### config.mk
export PLATFORM = sky130hd
export DESIGN_NAME = multicycle_controller
export DESIGN_NICKNAME = d
export VERILOG_FILES = /design/src/rtl/multicycle_controller.sv
export SDC_FILE = /design/constraint.sdc
export NUM_CORES = 1
export LEC_CHECK = 0
export BUFFER_PORTS_ARGS = -buffer_cell sky130_fd_sc_hd__buf_2
export CAP_MARGIN = 10
export CORE_AREA = 10 10 47 49
export DETAILED_ROUTE_END_ITERATION = 6
export DIE_AREA = 0 0 57 59
export PLACE_DENSITY = 0.78
export SKIP_CTS_REPAIR_TIMING = 1
export SLEW_MARGIN = 20
export SYNTH_ARGS = -nofsm -noshare
export SYNTH_HDL_FRONTEND = slang
export SYNTH_SLANG_ARGS = --single-unit
### constraint.sdc
create_clock -name clk -period 2.25 [get_ports clk]
set_clock_uncertainty 0.15 [all_clocks]
set_input_delay 0.675 -clock clk [delete_from_list [all_inputs] [get_ports clk]]
set_output_delay 0.675 -clock clk [all_outputs]
set_load 0.05 [all_outputs]
### src/rtl/multicycle_controller.sv
// multicycle_controller
// Control unit for a multicycle RV32I core. A registered main FSM walks each
// instruction through fetch/decode/execute/memory/writeback; the immediate
// format select and the ALU operation are decoded combinationally from the
// FSM state and the instruction fields held in the instruction register.
//
// Ports:
//   clk, reset_n          clock, asynchronous active-low reset
//   op, funct3, funct7b5  instruction fields (stable for the whole instruction)
//   zero                  ALU zero flag, gates the branch PC update
//   ImmSrc                immediate format select (00 I, 01 S, 10 B, 11 J)
//   ALUSrcA, ALUSrcB      ALU operand selects
//   ResultSrc, AdrSrc     result mux and memory address selects
//   ALUControl            ALU operation
//   IRWrite, PCWrite,
//   RegWrite, MemWrite    write strobes
//   state                 current FSM state (debug)
module multicycle_controller #(
  parameter logic [3:0] RESET_STATE = 4'd0
) (
  input  logic       clk,
  input  logic       reset_n,
  input  logic [6:0] op,
  input  logic [2:0] funct3,
  input  logic       funct7b5,
  input  logic       zero,
  output logic [1:0] ImmSrc,
  output logic [1:0] ALUSrcA,
  output logic [1:0] ALUSrcB,
  output logic [1:0] ResultSrc,
  output logic       AdrSrc,
  output logic [2:0] ALUControl,
  output logic       IRWrite,
  output logic       PCWrite,
  output logic       RegWrite,
  output logic       MemWrite,
  output logic [3:0] state
);

  localparam logic [6:0] OP_LW   = 7'b0000011;
  localparam logic [6:0] OP_SW   = 7'b0100011;
  localparam logic [6:0] OP_R    = 7'b0110011;
  localparam logic [6:0] OP_I    = 7'b0010011;
  localparam logic [6:0] OP_BEQ  = 7'b1100011;
  localparam logic [6:0] OP_JAL  = 7'b1101111;

  typedef enum logic [3:0] {
    S_FETCH    = 4'd0,
    S_DECODE   = 4'd1,
    S_MEMADR   = 4'd2,
    S_MEMREAD  = 4'd3,
    S_MEMWB    = 4'd4,
    S_MEMWRITE = 4'd5,
    S_EXECUTER = 4'd6,
    S_EXECUTEI = 4'd7,
    S_ALUWB    = 4'd8,
    S_BEQ      = 4'd9,
    S_JAL      = 4'd10
  } state_t;

  state_t     state_q, state_d;
  logic [1:0] alu_op;
  logic       branch;
  logic       pc_update;

  // Async reset puts the FSM in FETCH immediately, so the Moore outputs show
  // the FETCH values for as long as reset_n is held low.
  always_ff @(posedge clk or negedge reset_n) begin
    if (!reset_n) state_q <= state_t'(RESET_STATE);
    else          state_q <= state_d;
  end

  always_comb begin
    state_d = S_FETCH;
    case (state_q)
      S_FETCH:  state_d = S_DECODE;
      S_DECODE: begin
        case (op)
          OP_LW, OP_SW: state_d = S_MEMADR;
          OP_R:         state_d = S_EXECUTER;
          OP_I:         state_d = S_EXECUTEI;
          OP_BEQ:       state_d = S_BEQ;
          OP_JAL:       state_d = S_JAL;
          default:      state_d = S_FETCH;  // unknown opcode: dropped, no writes
        endcase
      end
      S_MEMADR:   state_d = (op == OP_LW) ? S_MEMREAD : S_MEMWRITE;
      S_MEMREAD:  state_d = S_MEMWB;
      S_MEMWB:    state_d = S_FETCH;
      S_MEMWRITE: state_d = S_FETCH;
      S_EXECUTER: state_d = S_ALUWB;
      S_EXECUTEI: state_d = S_ALUWB;
      S_JAL:      state_d = S_ALUWB;
      S_ALUWB:    state_d = S_FETCH;
      S_BEQ:      state_d = S_FETCH;
      default:    state_d = S_FETCH;      // codes 11-15 recover to FETCH
    endcase
  end

  // Moore outputs: everything defaults to zero, each state raises its own set.
  always_comb begin
    ALUSrcA   = 2'b00;
    ALUSrcB   = 2'b00;
    ResultSrc = 2'b00;
    AdrSrc    = 1'b0;
    IRWrite   = 1'b0;
    RegWrite  = 1'b0;
    MemWrite  = 1'b0;
    alu_op    = 2'b00;
    branch    = 1'b0;
    pc_update = 1'b0;
    case (state_q)
      S_FETCH: begin
        IRWrite   = 1'b1;
        ALUSrcB   = 2'b10;
        ResultSrc = 2'b10;
        pc_update = 1'b1;
      end
      S_DECODE: begin
        ALUSrcA = 2'b01;
        ALUSrcB = 2'b01;
      end
      S_MEMADR: begin
        ALUSrcA = 2'b10;
        ALUSrcB = 2'b01;
      end
      S_MEMREAD: AdrSrc = 1'b1;
      S_MEMWB: begin
        ResultSrc = 2'b01;
        RegWrite  = 1'b1;
      end
      S_MEMWRITE: begin
        AdrSrc   = 1'b1;
        MemWrite = 1'b1;
      end
      S_EXECUTER: begin
        ALUSrcA = 2'b10;
        alu_op  = 2'b10;
      end
      S_EXECUTEI: begin
        ALUSrcA = 2'b10;
        ALUSrcB = 2'b01;
        alu_op  = 2'b10;
      end
      S_ALUWB: RegWrite = 1'b1;
      S_BEQ: begin
        ALUSrcA = 2'b10;
        branch  = 1'b1;
        alu_op  = 2'b01;
      end
      S_JAL: begin
        ALUSrcA   = 2'b01;
        ALUSrcB   = 2'b10;
        pc_update = 1'b1;
      end
      default: ;
    endcase
  end

  // The branch term is the only path from the zero flag to an output.
  assign PCWrite = pc_update | (branch & zero);

  always_comb begin
    ImmSrc = 2'b00;
    case (op)
      OP_SW:   ImmSrc = 2'b01;
      OP_BEQ:  ImmSrc = 2'b10;
      OP_JAL:  ImmSrc = 2'b11;
      default: ImmSrc = 2'b00;
    endcase
  end

  // op[5] separates R-type (sub when funct7b5) from I-type (always addi).
  always_comb begin
    ALUControl = 3'b000;
    case (alu_op)
      2'b01: ALUControl = 3'b001;
      2'b10: begin
        case (funct3)
          3'b000:  ALUControl = (op[5] & funct7b5) ? 3'b001 : 3'b000;
          3'b010:  ALUControl = 3'b101;
          3'b110:  ALUControl = 3'b011;
          3'b111:  ALUControl = 3'b010;
          default: ALUControl = 3'b000;
        endcase
      end
      default: ALUControl = 3'b000;
    endcase
  end

  assign state = state_q;

endmodule
==> flow_summary_export.csv <==
group,metric,value,unit
yosys,yosysWarningCount,0,
sta,drv_slew,0,
worst_setup_path,critPathCaptureType,"output port",
yosys,yosysTopAreaCell,"dfrtp_1",
clocking,clockBufferDepth,2,
grt,antenna_found_initial,0,
grt,grt_max_degree,13,
floorplanning,num_io_pins,34,
clocking,clkSinkCount,4,
pwr,clkPwrFrac,10.8,%
placed_design,dp_hpwl,1670,um
run_status,status,"finished, violations left",
grt,grt_first_pass_wirelength,3220,um
run_status,violations,"negative setup slack",
floorplanning,initial_core_util,37.0,%
worst_setup_path,worstSetupPathType,"reg2out",
worst_setup_path,startpoint,"state[1]",
yosys,synth_cell_type_count,27,
pwr,comb_power_share,78.6,%
worst_setup_path,critPathMaxFanout,3,
pwr,seqPwrFrac,10.6,%
floorplanning,die_area,3360,sq um
floorplanning,die_width,57,um
sta,worst_pin_slew,243,ps
yosys,avgSynthCellArea,7.40,sq um
yosys,yosys_register_bits,4,
worst_setup_path,reg2reg_slack,810,ps
worst_setup_path,worst_setup_path_start_kind,"flop",
clocking,cts_tree,"built",
layout,utilization,81.7,%
clocking,htreeDepth,1,
min_path,min-delay-path-class,"in2async",
route,drt.antenna.violating_nets,0,
layout,syn_to_final_growth,121,%
yosys,yosys-top-cells-area,"dfrtp_1 (19%), and3b_1 (6.8%), nor3_1 (6.8%)",
pwr,internal_power,391,uW
worst_setup_path,rr_startpoint,"state[1]",
yosys,syn_area,518,sq um
sta,period_minus_slack,2510,ps
clocking,cts.reportedPaths.clkPinSlew,40,ps
placed_design,portBuffers,33,
pwr,sw_frac_of_total,55.5,%
sta,whs,74.7,ps
pwr,worst_ir_drop_vdd,0.000448,V
worst_setup_path,cp-endpoint,"ALUControl[2]",
route,avgViaCountPerCell,5.43,
floorplanning,fp.coreArea,1400,sq um
worst_setup_path,required,1420,ps
sta,setup-violations-final,8,
pwr,p_sw,489,uW
worst_setup_path,critPathMaxStageDelay,390,ps
route,avgRoutedWirePerCell,15.3,um
sta,setup_slack,-259,ps
worst_setup_path,arrival,1680,ps
route,wirelength,2120,um
floorplanning,die_h,59,um
worst_setup_path,crit_chain,"and2b_1 > nand2_2 > ha_4 > nor4_4 > buf_6",
clocking,root_buffer,"clkbuf_4",
worst_setup_path,reg2reg_to,"state[3]",
run,cap_violations,0,
clocking,cts_buffers,3,
yosys,syn_inst,70,
yosys,yosysSeqAreaShare,19.3,%
sta,hold_violations,0,
pwr,power_leakage,0.000543,uW
sta,max_slew_margin,83.7,%
clocking,clk_latency,250,ps
sta,fin_crit_sh,111,%
yosys,syn_nets,86,
layout,fin_area,1140,sq um
placed_design,gp_congestion,0.741,
placed_design,dpl-instance-area,946,sq um
worst_setup_path,critPathSlowestCell,"dfrtp_2",
sta,rsz0062_at_grt,"yes",
route,drc,0,
layout,layout-drive-gt1-share,69.9,%
route,vias,755,
worst_setup_path,r2r_cells,5,
layout,n_antenna_cell,0,
grt,grt_pass1_vias,758,
floorplanning,fp-row-count,14,
grt,grt_usage,11.7,%
grt,grt-ovfl-total,0,
pwr,p_per_area,769,nW/um^2
yosys,yosysTopAreaCellShare,19.3,%
layout,nNetsFinal,141,
route,drt_first_pass_iters,5,
sta,fmax,399,MHz
layout,largest_reg_flops,4,
route,drt-initial-drc-count,6,
-- critical path: cells and delay by family, from the launching register on --
family                   cells  cell delay, ps
adder cells (fa/ha/maj)      1             280
buffers and inverters        1             190
flip-flops                   1             390
AND/OR/NAND/NOR              3             570
-- Yosys cell counts --
| cell | count |
|---|---|
| nor3_1 | 7 |
| a21oi_1 | 6 |
| inv_1 | 6 |
| and3b_1 | 4 |
| dfrtp_1 | 4 |
| nand2_1 | 4 |
| nor2b_1 | 4 |
| o21ai_0 | 4 |
| buf_4 | 3 |
| nor2_1 | 3 |
| nor3b_1 | 3 |
| a211oi_1 | 2 |
| buf_2 | 2 |
| ha_1 | 2 |
| nand4_1 | 2 |
| nor4_1 | 2 |
| xnor2_1 | 2 |
| a21boi_0 | 1 |
| a31oi_1 | 1 |
| and2b_1 | 1 |
| and4bb_1 | 1 |
| mux2i_1 | 1 |
| nand2b_1 | 1 |
| nor4b_1 | 1 |
| o211ai_1 | 1 |
| o221a_1 | 1 |
| xor2_1 | 1 |
-- power by group through the flow --
stage                     Sequential (uW)  Combinational [uW]  Clock (uW)
after floorplan                       133                 420           0
after global placement               90.5                 585           0
after detailed placement             90.9                 594           0
after CTS                            89.9                 595        94.1
after global routing                 95.0                 730        99.8
final                                93.5                 691        95.0
-- stage by stage --
| stage | TNS, ps | setup WS, ps | instances | power (uW) |
|---|---|---|---|---|
| 2_1_floorplan | -3250 | -461 | 70 | 554 |
| 3_3_place_gp | -464 | -204 | 135 | 675 |
| 3_5_place_dp | -582 | -261 | 135 | 685 |
| 4_1_cts | -1700 | -320 | 138 | 779 |
| 5_1_grt | -1900 | -364 | 139 | 925 |
| 6_report | -1050 | -259 | 139 | 880 |
-- metal layers --
layer  GRT usage, %  wire length, um
met4           7.05               65
met2           21.4             1150
met3           3.43              134
met1           11.5              769
met5              0                0
-- layout make-up --
cell class	instances	area, sq um
inverters	6	22.5
multi-input cells	55	538
well taps	16	20.0
fillers	98	256
flip-flops and latches	4	105
clock buffers	3	22.5
repair buffers	55	437
-- worst min path at each step --
| stage | startpoint | endpoint | slack, ps | cells past startpoint |
|---|---|---|---|---|
| CTS | reset_n | state[1] | 80 | 1 |
| global route | reset_n | state[1] | 80 | 1 |
| finish | reset_n | state[1] | 70 | 1 |
| global placement | reset_n | state[2] | 330 | 1 |
| detailed placement | reset_n | state[0] | 340 | 1 |
| floorplan | reset_n | state[0] | 230 | 0 |
-- cell families after synthesis --
| group | after synthesis | synth area share, % |
|---|---|---|
| buf+inv | 11 | 10.6 |
| compound gates | 16 | 18.8 |
| mux | 1 | 1.93 |
| xor+xnor | 3 | 5.07 |
| flops | 4 | 19.3 |
| fa+ha+maj | 2 | 4.83 |
| simple gates | 33 | 39.4 |
-- cells in the final DEF (no fill, tap or decap), types with 2 or more instances in the layout --
master    Yosys  routed
and3b_1       4       2
buf_4         3      22
and3b_2       0       2
nand2_2       0       2
nor3b_1       3       2
inv_1         6       6
nor2b_1       4       3
a21oi_1       6       4
nand2_1       4       2
dfrtp_2       0       4
clkbuf_4      0       4
nand4_1       2       2
nor3_2        0       5
a21oi_2       0       2
o21ai_0       4       3
buf_6         0      15
nor2_1        3       2
nor4_4        0       2
buf_2         2      16
Note: power is estimated with default switching activity, not from simulation.
